==> src/rtl/bus_bridge_ic_if.sv <==
// -----------------------------------------------------------------------------
// bus_bridge_ic_if
// CPU-side request/response bus of the timer/interrupt bridge.
//   cpu_addr   : byte address (bits [1:0] ignored by the bridge)
//   cpu_wdata  : write data
//   cpu_we     : write request strobe
//   cpu_re     : read request strobe
//   cpu_rdata  : read data, non-zero only while cpu_ready is high
//   cpu_ready  : one-cycle completion pulse
//   cpu_err    : completion with an unmapped address
// master = CPU side, slave = bridge side.
// -----------------------------------------------------------------------------
interface bus_bridge_ic_if;
  logic [31:0] cpu_addr;
  logic [31:0] cpu_wdata;
  logic        cpu_we;
  logic        cpu_re;
  logic [31:0] cpu_rdata;
  logic        cpu_ready;
  logic        cpu_err;

  modport master (
    output cpu_addr, cpu_wdata, cpu_we, cpu_re,
    input  cpu_rdata, cpu_ready, cpu_err
  );

  modport slave (
    input  cpu_addr, cpu_wdata, cpu_we, cpu_re,
    output cpu_rdata, cpu_ready, cpu_err
  );
endinterface

==> src/rtl/bus_bridge_ic.sv <==
// -----------------------------------------------------------------------------
// bus_bridge_ic
// Bridges a simple CPU strobe bus to two timer devices and a small interrupt
// controller. Every transaction takes three cycles: IDLE (request latched),
// ACCESS (device strobes / register update / read capture), DONE (cpu_ready).
// Ports:
//   clk, reset            : clock, synchronous active-low reset
//   cpu                   : CPU bus (bus_bridge_ic_if.slave)
//   PrAddr, PrWD          : device register select and write data (held)
//   we0, we1              : device write enables, high only in ACCESS
//   rd0, rd1              : device read data, combinational on PrAddr
//   irq0, irq1, ext_irq   : level interrupt sources
//   cpu_irq               : registered interrupt request to the CPU
// Interrupt controller at IC_BASE: +0 PENDING (W1C), +4 MASK (RW), +8 STATUS.
// -----------------------------------------------------------------------------
module bus_bridge_ic #(
  parameter logic [31:0] DEV0_BASE = 32'h0000_7F00,
  parameter logic [31:0] DEV1_BASE = 32'h0000_7F10,
  parameter logic [31:0] IC_BASE   = 32'h0000_7F20
) (
  input  logic           clk,
  input  logic           reset,
  bus_bridge_ic_if.slave cpu,
  output logic [3:2]     PrAddr,
  output logic [31:0]    PrWD,
  output logic           we0,
  output logic           we1,
  input  logic [31:0]    rd0,
  input  logic [31:0]    rd1,
  input  logic           irq0,
  input  logic           irq1,
  input  logic           ext_irq,
  output logic           cpu_irq
);

  typedef enum logic [1:0] {
    IDLE   = 2'd0,
    ACCESS = 2'd1,
    DONE   = 2'd2
  } state_t;

  state_t      state_r;
  logic [31:0] addr_r;
  logic [31:0] wdata_r;
  logic        we_r;
  logic        we0_r;
  logic        we1_r;
  logic        ready_r;
  logic        err_r;
  logic [31:0] rdata_r;

  logic [2:0]  src_s;
  logic [2:0]  hist_r;
  logic [2:0]  edge_s;
  logic [2:0]  pending_r;
  logic [2:0]  mask_r;
  logic [2:0]  pend_clr_s;
  logic [2:0]  pend_nxt_s;
  logic [2:0]  mask_nxt_s;
  logic        ic_wr_s;
  logic        cpu_irq_r;

  logic        hit0_s;
  logic        hit1_s;
  logic        hitic_s;
  logic        mapped_s;
  logic [1:0]  ic_off_s;
  logic        req_hit0_s;
  logic        req_hit1_s;
  logic [31:0] rd_mux_s;

  // A window is words 0..2 above its base; word 3 is a hole.
  function automatic logic win_hit_f(input logic [31:0] addr, input logic [31:0] base);
    logic [31:0] off;
    off = {addr[31:2], 2'b00} - base;
    return (off[31:4] == 28'd0) && (off[3:2] != 2'b11);
  endfunction

  // Word index of an address inside a window.
  function automatic logic [1:0] win_off_f(input logic [31:0] addr, input logic [31:0] base);
    logic [31:0] off;
    off = {addr[31:2], 2'b00} - base;
    return off[3:2];
  endfunction

  // Address decode of the latched and incoming address, plus read-data mux.
  always_comb begin
    hit0_s     = win_hit_f(addr_r, DEV0_BASE);
    hit1_s     = win_hit_f(addr_r, DEV1_BASE);
    hitic_s    = win_hit_f(addr_r, IC_BASE);
    mapped_s   = hit0_s | hit1_s | hitic_s;
    ic_off_s   = win_off_f(addr_r, IC_BASE);
    req_hit0_s = win_hit_f(cpu.cpu_addr, DEV0_BASE);
    req_hit1_s = win_hit_f(cpu.cpu_addr, DEV1_BASE) & ~req_hit0_s;
    rd_mux_s   = 32'd0;
    if (hit0_s) begin
      rd_mux_s = rd0;
    end else if (hit1_s) begin
      rd_mux_s = rd1;
    end else if (hitic_s) begin
      case (ic_off_s)
        2'd0:    rd_mux_s = {29'd0, pending_r};
        2'd1:    rd_mux_s = {29'd0, mask_r};
        2'd2:    rd_mux_s = {29'd0, src_s};
        default: rd_mux_s = 32'd0;
      endcase
    end else begin
      rd_mux_s = 32'd0;
    end
  end

  // Transaction FSM with registered bus and device outputs.
  always_ff @(posedge clk) begin
    if (!reset) begin
      state_r <= IDLE;
      addr_r  <= 32'd0;
      wdata_r <= 32'd0;
      we_r    <= 1'b0;
      we0_r   <= 1'b0;
      we1_r   <= 1'b0;
      ready_r <= 1'b0;
      err_r   <= 1'b0;
      rdata_r <= 32'd0;
    end else begin
      case (state_r)
        IDLE: begin
          ready_r <= 1'b0;
          err_r   <= 1'b0;
          rdata_r <= 32'd0;
          if (cpu.cpu_we | cpu.cpu_re) begin
            // The write enable is registered here so it is high exactly in ACCESS.
            addr_r  <= cpu.cpu_addr;
            wdata_r <= cpu.cpu_wdata;
            we_r    <= cpu.cpu_we;
            we0_r   <= cpu.cpu_we & req_hit0_s;
            we1_r   <= cpu.cpu_we & req_hit1_s;
            state_r <= ACCESS;
          end else begin
            state_r <= IDLE;
          end
        end
        ACCESS: begin
          we0_r   <= 1'b0;
          we1_r   <= 1'b0;
          ready_r <= 1'b1;
          err_r   <= ~mapped_s;
          rdata_r <= (we_r | ~mapped_s) ? 32'd0 : rd_mux_s;
          state_r <= DONE;
        end
        DONE: begin
          ready_r <= 1'b0;
          err_r   <= 1'b0;
          rdata_r <= 32'd0;
          state_r <= IDLE;
        end
        default: begin
          we0_r   <= 1'b0;
          we1_r   <= 1'b0;
          ready_r <= 1'b0;
          err_r   <= 1'b0;
          rdata_r <= 32'd0;
          state_r <= IDLE;
        end
      endcase
    end
  end

  // Interrupt controller next-state: edge detect, W1C clear, mask write.
  always_comb begin
    src_s      = {ext_irq, irq1, irq0};
    edge_s     = src_s & ~hist_r;
    ic_wr_s    = (state_r == ACCESS) && we_r && hitic_s;
    pend_clr_s = (ic_wr_s && (ic_off_s == 2'd0)) ? wdata_r[2:0] : 3'b000;
    mask_nxt_s = (ic_wr_s && (ic_off_s == 2'd1)) ? wdata_r[2:0] : mask_r;
    // A new edge is OR-ed in after the clear so it survives a same-cycle clear.
    pend_nxt_s = (pending_r & ~pend_clr_s) | edge_s;
  end

  // Interrupt controller state and registered CPU interrupt.
  always_ff @(posedge clk) begin
    if (!reset) begin
      hist_r    <= 3'b000;
      pending_r <= 3'b000;
      mask_r    <= 3'b000;
      cpu_irq_r <= 1'b0;
    end else begin
      hist_r    <= src_s;
      pending_r <= pend_nxt_s;
      mask_r    <= mask_nxt_s;
      cpu_irq_r <= |(pending_r & mask_r);
    end
  end

  assign cpu.cpu_rdata = rdata_r;
  assign cpu.cpu_ready = ready_r;
  assign cpu.cpu_err   = err_r;
  assign PrAddr        = addr_r[3:2];
  assign PrWD          = wdata_r;
  // Reset masks the strobes at once so an abandoned ACCESS never shows a write.
  assign we0           = we0_r & reset;
  assign we1           = we1_r & reset;
  assign cpu_irq       = cpu_irq_r;

endmodule

==> src/flat_wrapper.sv <==
// flat-port wrapper written by rule: the top's interface ports become plain ports
module bus_bridge_ic_flat 
#(
  parameter logic [31:0] DEV0_BASE = 32'h0000_7F00,
  parameter logic [31:0] DEV1_BASE = 32'h0000_7F10,
  parameter logic [31:0] IC_BASE   = 32'h0000_7F20
)
  (clk, reset, PrAddr, PrWD, we0, we1, rd0, rd1, irq0, irq1, ext_irq, cpu_irq, cpu_cpu_addr, cpu_cpu_wdata, cpu_cpu_we, cpu_cpu_re, cpu_cpu_rdata, cpu_cpu_ready, cpu_cpu_err);
  bus_bridge_ic_if cpu_i ();
  input  logic clk;
  input  logic reset;
  output logic [3:2] PrAddr;
  output logic [31:0] PrWD;
  output logic we0;
  output logic we1;
  input  logic [31:0] rd0;
  input  logic [31:0] rd1;
  input  logic irq0;
  input  logic irq1;
  input  logic ext_irq;
  output logic cpu_irq;
  input wire logic [$bits(cpu_i.cpu_addr)-1:0] cpu_cpu_addr;
  input wire logic [$bits(cpu_i.cpu_wdata)-1:0] cpu_cpu_wdata;
  input wire logic [$bits(cpu_i.cpu_we)-1:0] cpu_cpu_we;
  input wire logic [$bits(cpu_i.cpu_re)-1:0] cpu_cpu_re;
  output wire logic [$bits(cpu_i.cpu_rdata)-1:0] cpu_cpu_rdata;
  output wire logic [$bits(cpu_i.cpu_ready)-1:0] cpu_cpu_ready;
  output wire logic [$bits(cpu_i.cpu_err)-1:0] cpu_cpu_err;
  assign cpu_i.cpu_addr = cpu_cpu_addr;
  assign cpu_i.cpu_wdata = cpu_cpu_wdata;
  assign cpu_i.cpu_we = cpu_cpu_we;
  assign cpu_i.cpu_re = cpu_cpu_re;
  assign cpu_cpu_rdata = cpu_i.cpu_rdata;
  assign cpu_cpu_ready = cpu_i.cpu_ready;
  assign cpu_cpu_err = cpu_i.cpu_err;
  bus_bridge_ic #(.DEV0_BASE(DEV0_BASE), .DEV1_BASE(DEV1_BASE), .IC_BASE(IC_BASE)) u_core (.clk(clk), .reset(reset), .cpu(cpu_i), .PrAddr(PrAddr), .PrWD(PrWD), .we0(we0), .we1(we1), .rd0(rd0), .rd1(rd1), .irq0(irq0), .irq1(irq1), .ext_irq(ext_irq), .cpu_irq(cpu_irq));
endmodule
==> config.mk <==
export PLATFORM = sky130hd
export DESIGN_NAME = bus_bridge_ic_flat
export DESIGN_NICKNAME = d
export VERILOG_FILES = /design/src/rtl/bus_bridge_ic_if.sv /design/src/rtl/bus_bridge_ic.sv /design/src/flat_wrapper.sv
export SDC_FILE = /design/constraint.sdc
export NUM_CORES = 1
export LEC_CHECK = 0
export CAP_MARGIN = 10
export CELL_PAD_IN_SITES_DETAIL_PLACEMENT = 1
export CELL_PAD_IN_SITES_GLOBAL_PLACEMENT = 1
export CORE_UTILIZATION = 28
export DETAILED_ROUTE_END_ITERATION = 6
export GPL_TIMING_DRIVEN = 1
export HOLD_SLACK_MARGIN = 0.05
export PLACE_DENSITY_LB_ADDON = 0.15
export SYNTH_ARGS = -nofsm -noshare
export SYNTH_HDL_FRONTEND = slang
export SYNTH_SLANG_ARGS = --single-unit
==> constraint.sdc <==
create_clock -name clk -period 2.7 [get_ports clk]
set_input_delay 0.27 -clock clk [delete_from_list [all_inputs] [get_ports clk]]
set_output_delay 0.27 -clock clk [all_outputs]
set_load 0.02 [all_outputs]
==> flow_summary.ini <==
[min_path]
min_path_type = primary input to flip-flop

[status]
outcome = finished with violations
violations = negative setup slack

[sta]
timing.final.crit_share = 1.03
fin_ws_ns = -0.0823
fin_setup_tns_ns = -0.235
skew_ns = 0.00936
drv_slew = 0
setup_viol = 4
tightest_slew_ns = 0.777
period_minus_slack_ns = 2.78
fmax_ghz = 0.359
hold_violations = 0
rsz0062_at_grt = yes
slew_headroom = 0.482

[critical_path]
critPathKind = flip-flop to flip-flop
critPathArrivalTime_ns = 3.08
path_max_fanout = 7
start_kind = flip-flop
cp.required_ns = 2.99
crit_chain = buf_6, or3_4, and4_4, buf_6, or4_4, a32oi_2, nand4_1, buf_6, or4_4, a21oi_2
cp-end-kind = flip-flop
path_delay_family = simple AND/OR/NAND/NOR gates
worst_path_most_repeated_cell = buf_6
crit_slowest_cell = or4_4
crit_buf_inv = 3
rrSetupSlack_ns = -0.08
critPathMaxStageDelay_ns = 0.52

[floorplanning]
initial_core_util = 0.285
dieArea_mm2 = 0.0196
rows = 50
ioPinCount = 206
core-area_mm2 = 0.0187
dieWidth_um = 140
die_h_um = 140

[cells_and_area]
syn_to_final_growth_pct = 61.6
layout_common_cells = 203 x clkdlybuf4s50_1, 148 x nand2_1, 106 x dfxtp_1
diodes = 0
finalNetCount = 1058
final_common_cell = clkdlybuf4s50_1
drive_gt1_frac = 0.174

[cts]
cts-root-buf = clkbuf_16
clk_path_buf_depth = 2
h-tree-depth = 3
clock-sinks = 110
clock_latency_ns = 0.36
cts_buffers = 9
path_clk_slew_ns = 0.08
cts_tree = done
holdBufCountCts = 0

[grt]
grt_max_degree = 72
antenna_found_initial = 0
grt_use_total = 0.215
grt_pass1_vias = 6200
grt_overflow = 0
grt_pass1_wl_um = 33100

[logic_synthesis]
synth_edf_count = 0
ys_ff_latch = 110
synth_nets = 803
synth_top_area_frac = 0.413
yosysUniqueCellTypes = 68
dominantRegCellSynth = dfxtp_1
async_flop_share = 0
synth_top_area_cell = dfxtp_1
syn_area_mm2 = 0.00533
synth_area_leaders = dfxtp_1 41%, nand2_1 10%, a21oi_1 7.6%, a22o_1 4.9%, clkbuf_1 2.5%
synth_area_per_cell_um2 = 7.99
synthCells = 667
yosysSeqAreaShare = 0.413
yosysWarnings = 0

[routing]
detail-route-antenna-nets = 0
routed_via_density = 5.10
drt_iter0_drc = 222
first_pass_iters = 4
vias = 5917
wl_per_cell_um = 18.2
wl_um = 21100
drc_errors = 0

[job]
drv_cap = 0

[pwr]
ir_worst_vdd_uv = 312
power_leakage_nw = 3.26
total_power_mw = 4.39
power.density_mw_per_mm2 = 510

[place]
dpl.hpwl_um = 16100
gp_congestion = 0.907
port_buffers = 203
## worst min-delay path, delay by kind of cell
kind            cells  cell delay (ns)
compound gates      1             0.05
buf+inv             1             0.39
simple gates        1             0.05
## cell type report
cell class	instances	area, µm²
fill	2169	10100
sequential	110	2210
inverter	14	52.6
clock inverter	6	81.3
tap	234	293
multi-input combinational	490	2990
timing repair buffer	297	2760
clock buffer	9	225
## where the power goes
| group | internal (mW) | switching [mW] |
|---|---|---|
| clock | 0.733 | 0.669 |
| combinational | 0.593 | 0.602 |
| sequential | 1.71 | 0.0857 |
## final timing paths
| check | startpoint | end | depth (start not counted) |
|---|---|---|---|
| worst min-delay path | cpu_cpu_wdata[31] | u_core.PrWD[31] | 3 |
| worst max register to register | u_core.addr_r[6] | u_core.mask_r[0] | 10 |
| worst min register to register | u_core.PrWD[29] | u_core.PrWD[29] | 2 |
| worst max-delay path | u_core.addr_r[6] | u_core.mask_r[0] | 10 |
## state kept, by name, indices dropped and copies added, names as in the netlist
register and cells:
u_core.PrWD 32, u_core.addr_r 30, u_core.cpu.cpu_err 1, u_core.cpu.cpu_rdata 32, u_core.cpu.cpu_ready 1, u_core.cpu_irq 1
u_core.hist_r 3, u_core.mask_r 3, u_core.pending_r 3, u_core.state_r 1, u_core.we0_r 1, u_core.we1_r 1
u_core.we_r 1
## metrics by stage
| stage | utilization | instance area [µm²] | setup WS, ns | instances | hold slack [ns] |
|---|---|---|---|---|---|
| after detailed placement | 0.432 | 8080 | -0.223 | 1141 | 0.449 |
| final | 0.461 | 8620 | -0.0823 | 1160 | 0.447 |
| after CTS | 0.455 | 8510 | -0.0451 | 1159 | 0.435 |
| after global routing | 0.461 | 8620 | -0.183 | 1160 | 0.439 |
| after global placement | 0.432 | 8080 | -0.121 | 1141 | 0.442 |
| after floorplan | - | 5330 | 0.0195 | 667 | 0.392 |
## timing repair
item,in CTS,in global routing
gates resized for setup,28,19
endpoints found under the setup margin,38,38
setup buffers,2,1
cloned,1,0
pin swaps,10,11
## cell usage after synthesis (5+ instances only)
master	n
nand3_1	9
a31oi_1	6
o31ai_1	5
nand2b_1	10
nand4b_1	5
nand4_1	11
dfxtp_1	110
mux2i_1	5
and2_1	6
buf_6	5
inv_1	13
buf_2	7
nor3_1	20
nor2_1	35
o21ai_0	20
nand2_1	148
or4_1	6
a22o_1	30
xnor2_1	7
clkbuf_1	35
a21oi_1	81
nor4_1	13
## metal layers
| layer | part of all wire | up-vias | global-route usage |
|---|---|---|---|
| li1 | - | 2889 | - |
| met2 | 0.48 | 179 | 0.370 |
| met4 | 0.019 | 0 | 0.0607 |
| met5 | 0 | - | 0 |
| met1 | 0.43 | 2824 | 0.261 |
| met3 | 0.065 | 25 | 0.0578 |
## kinds of logic (layout without fill, tap and decap cells)
| logic type | Yosys count | in the layout | share of synthesized area |
|---|---|---|---|
| buffers and inverters | 67 | 326 | 0.0584 |
| and+or+nand+nor | 299 | 299 | 0.283 |
| muxes | 6 | 6 | 0.0115 |
| AOI/OAI and AO/OA | 175 | 175 | 0.217 |
| adders and majority gates | 1 | 1 | 0.00235 |
| xor gates and xnor gates | 9 | 9 | 0.0148 |
| DFF | 110 | 110 | 0.413 |
Power figures use the tool's default switching activity.
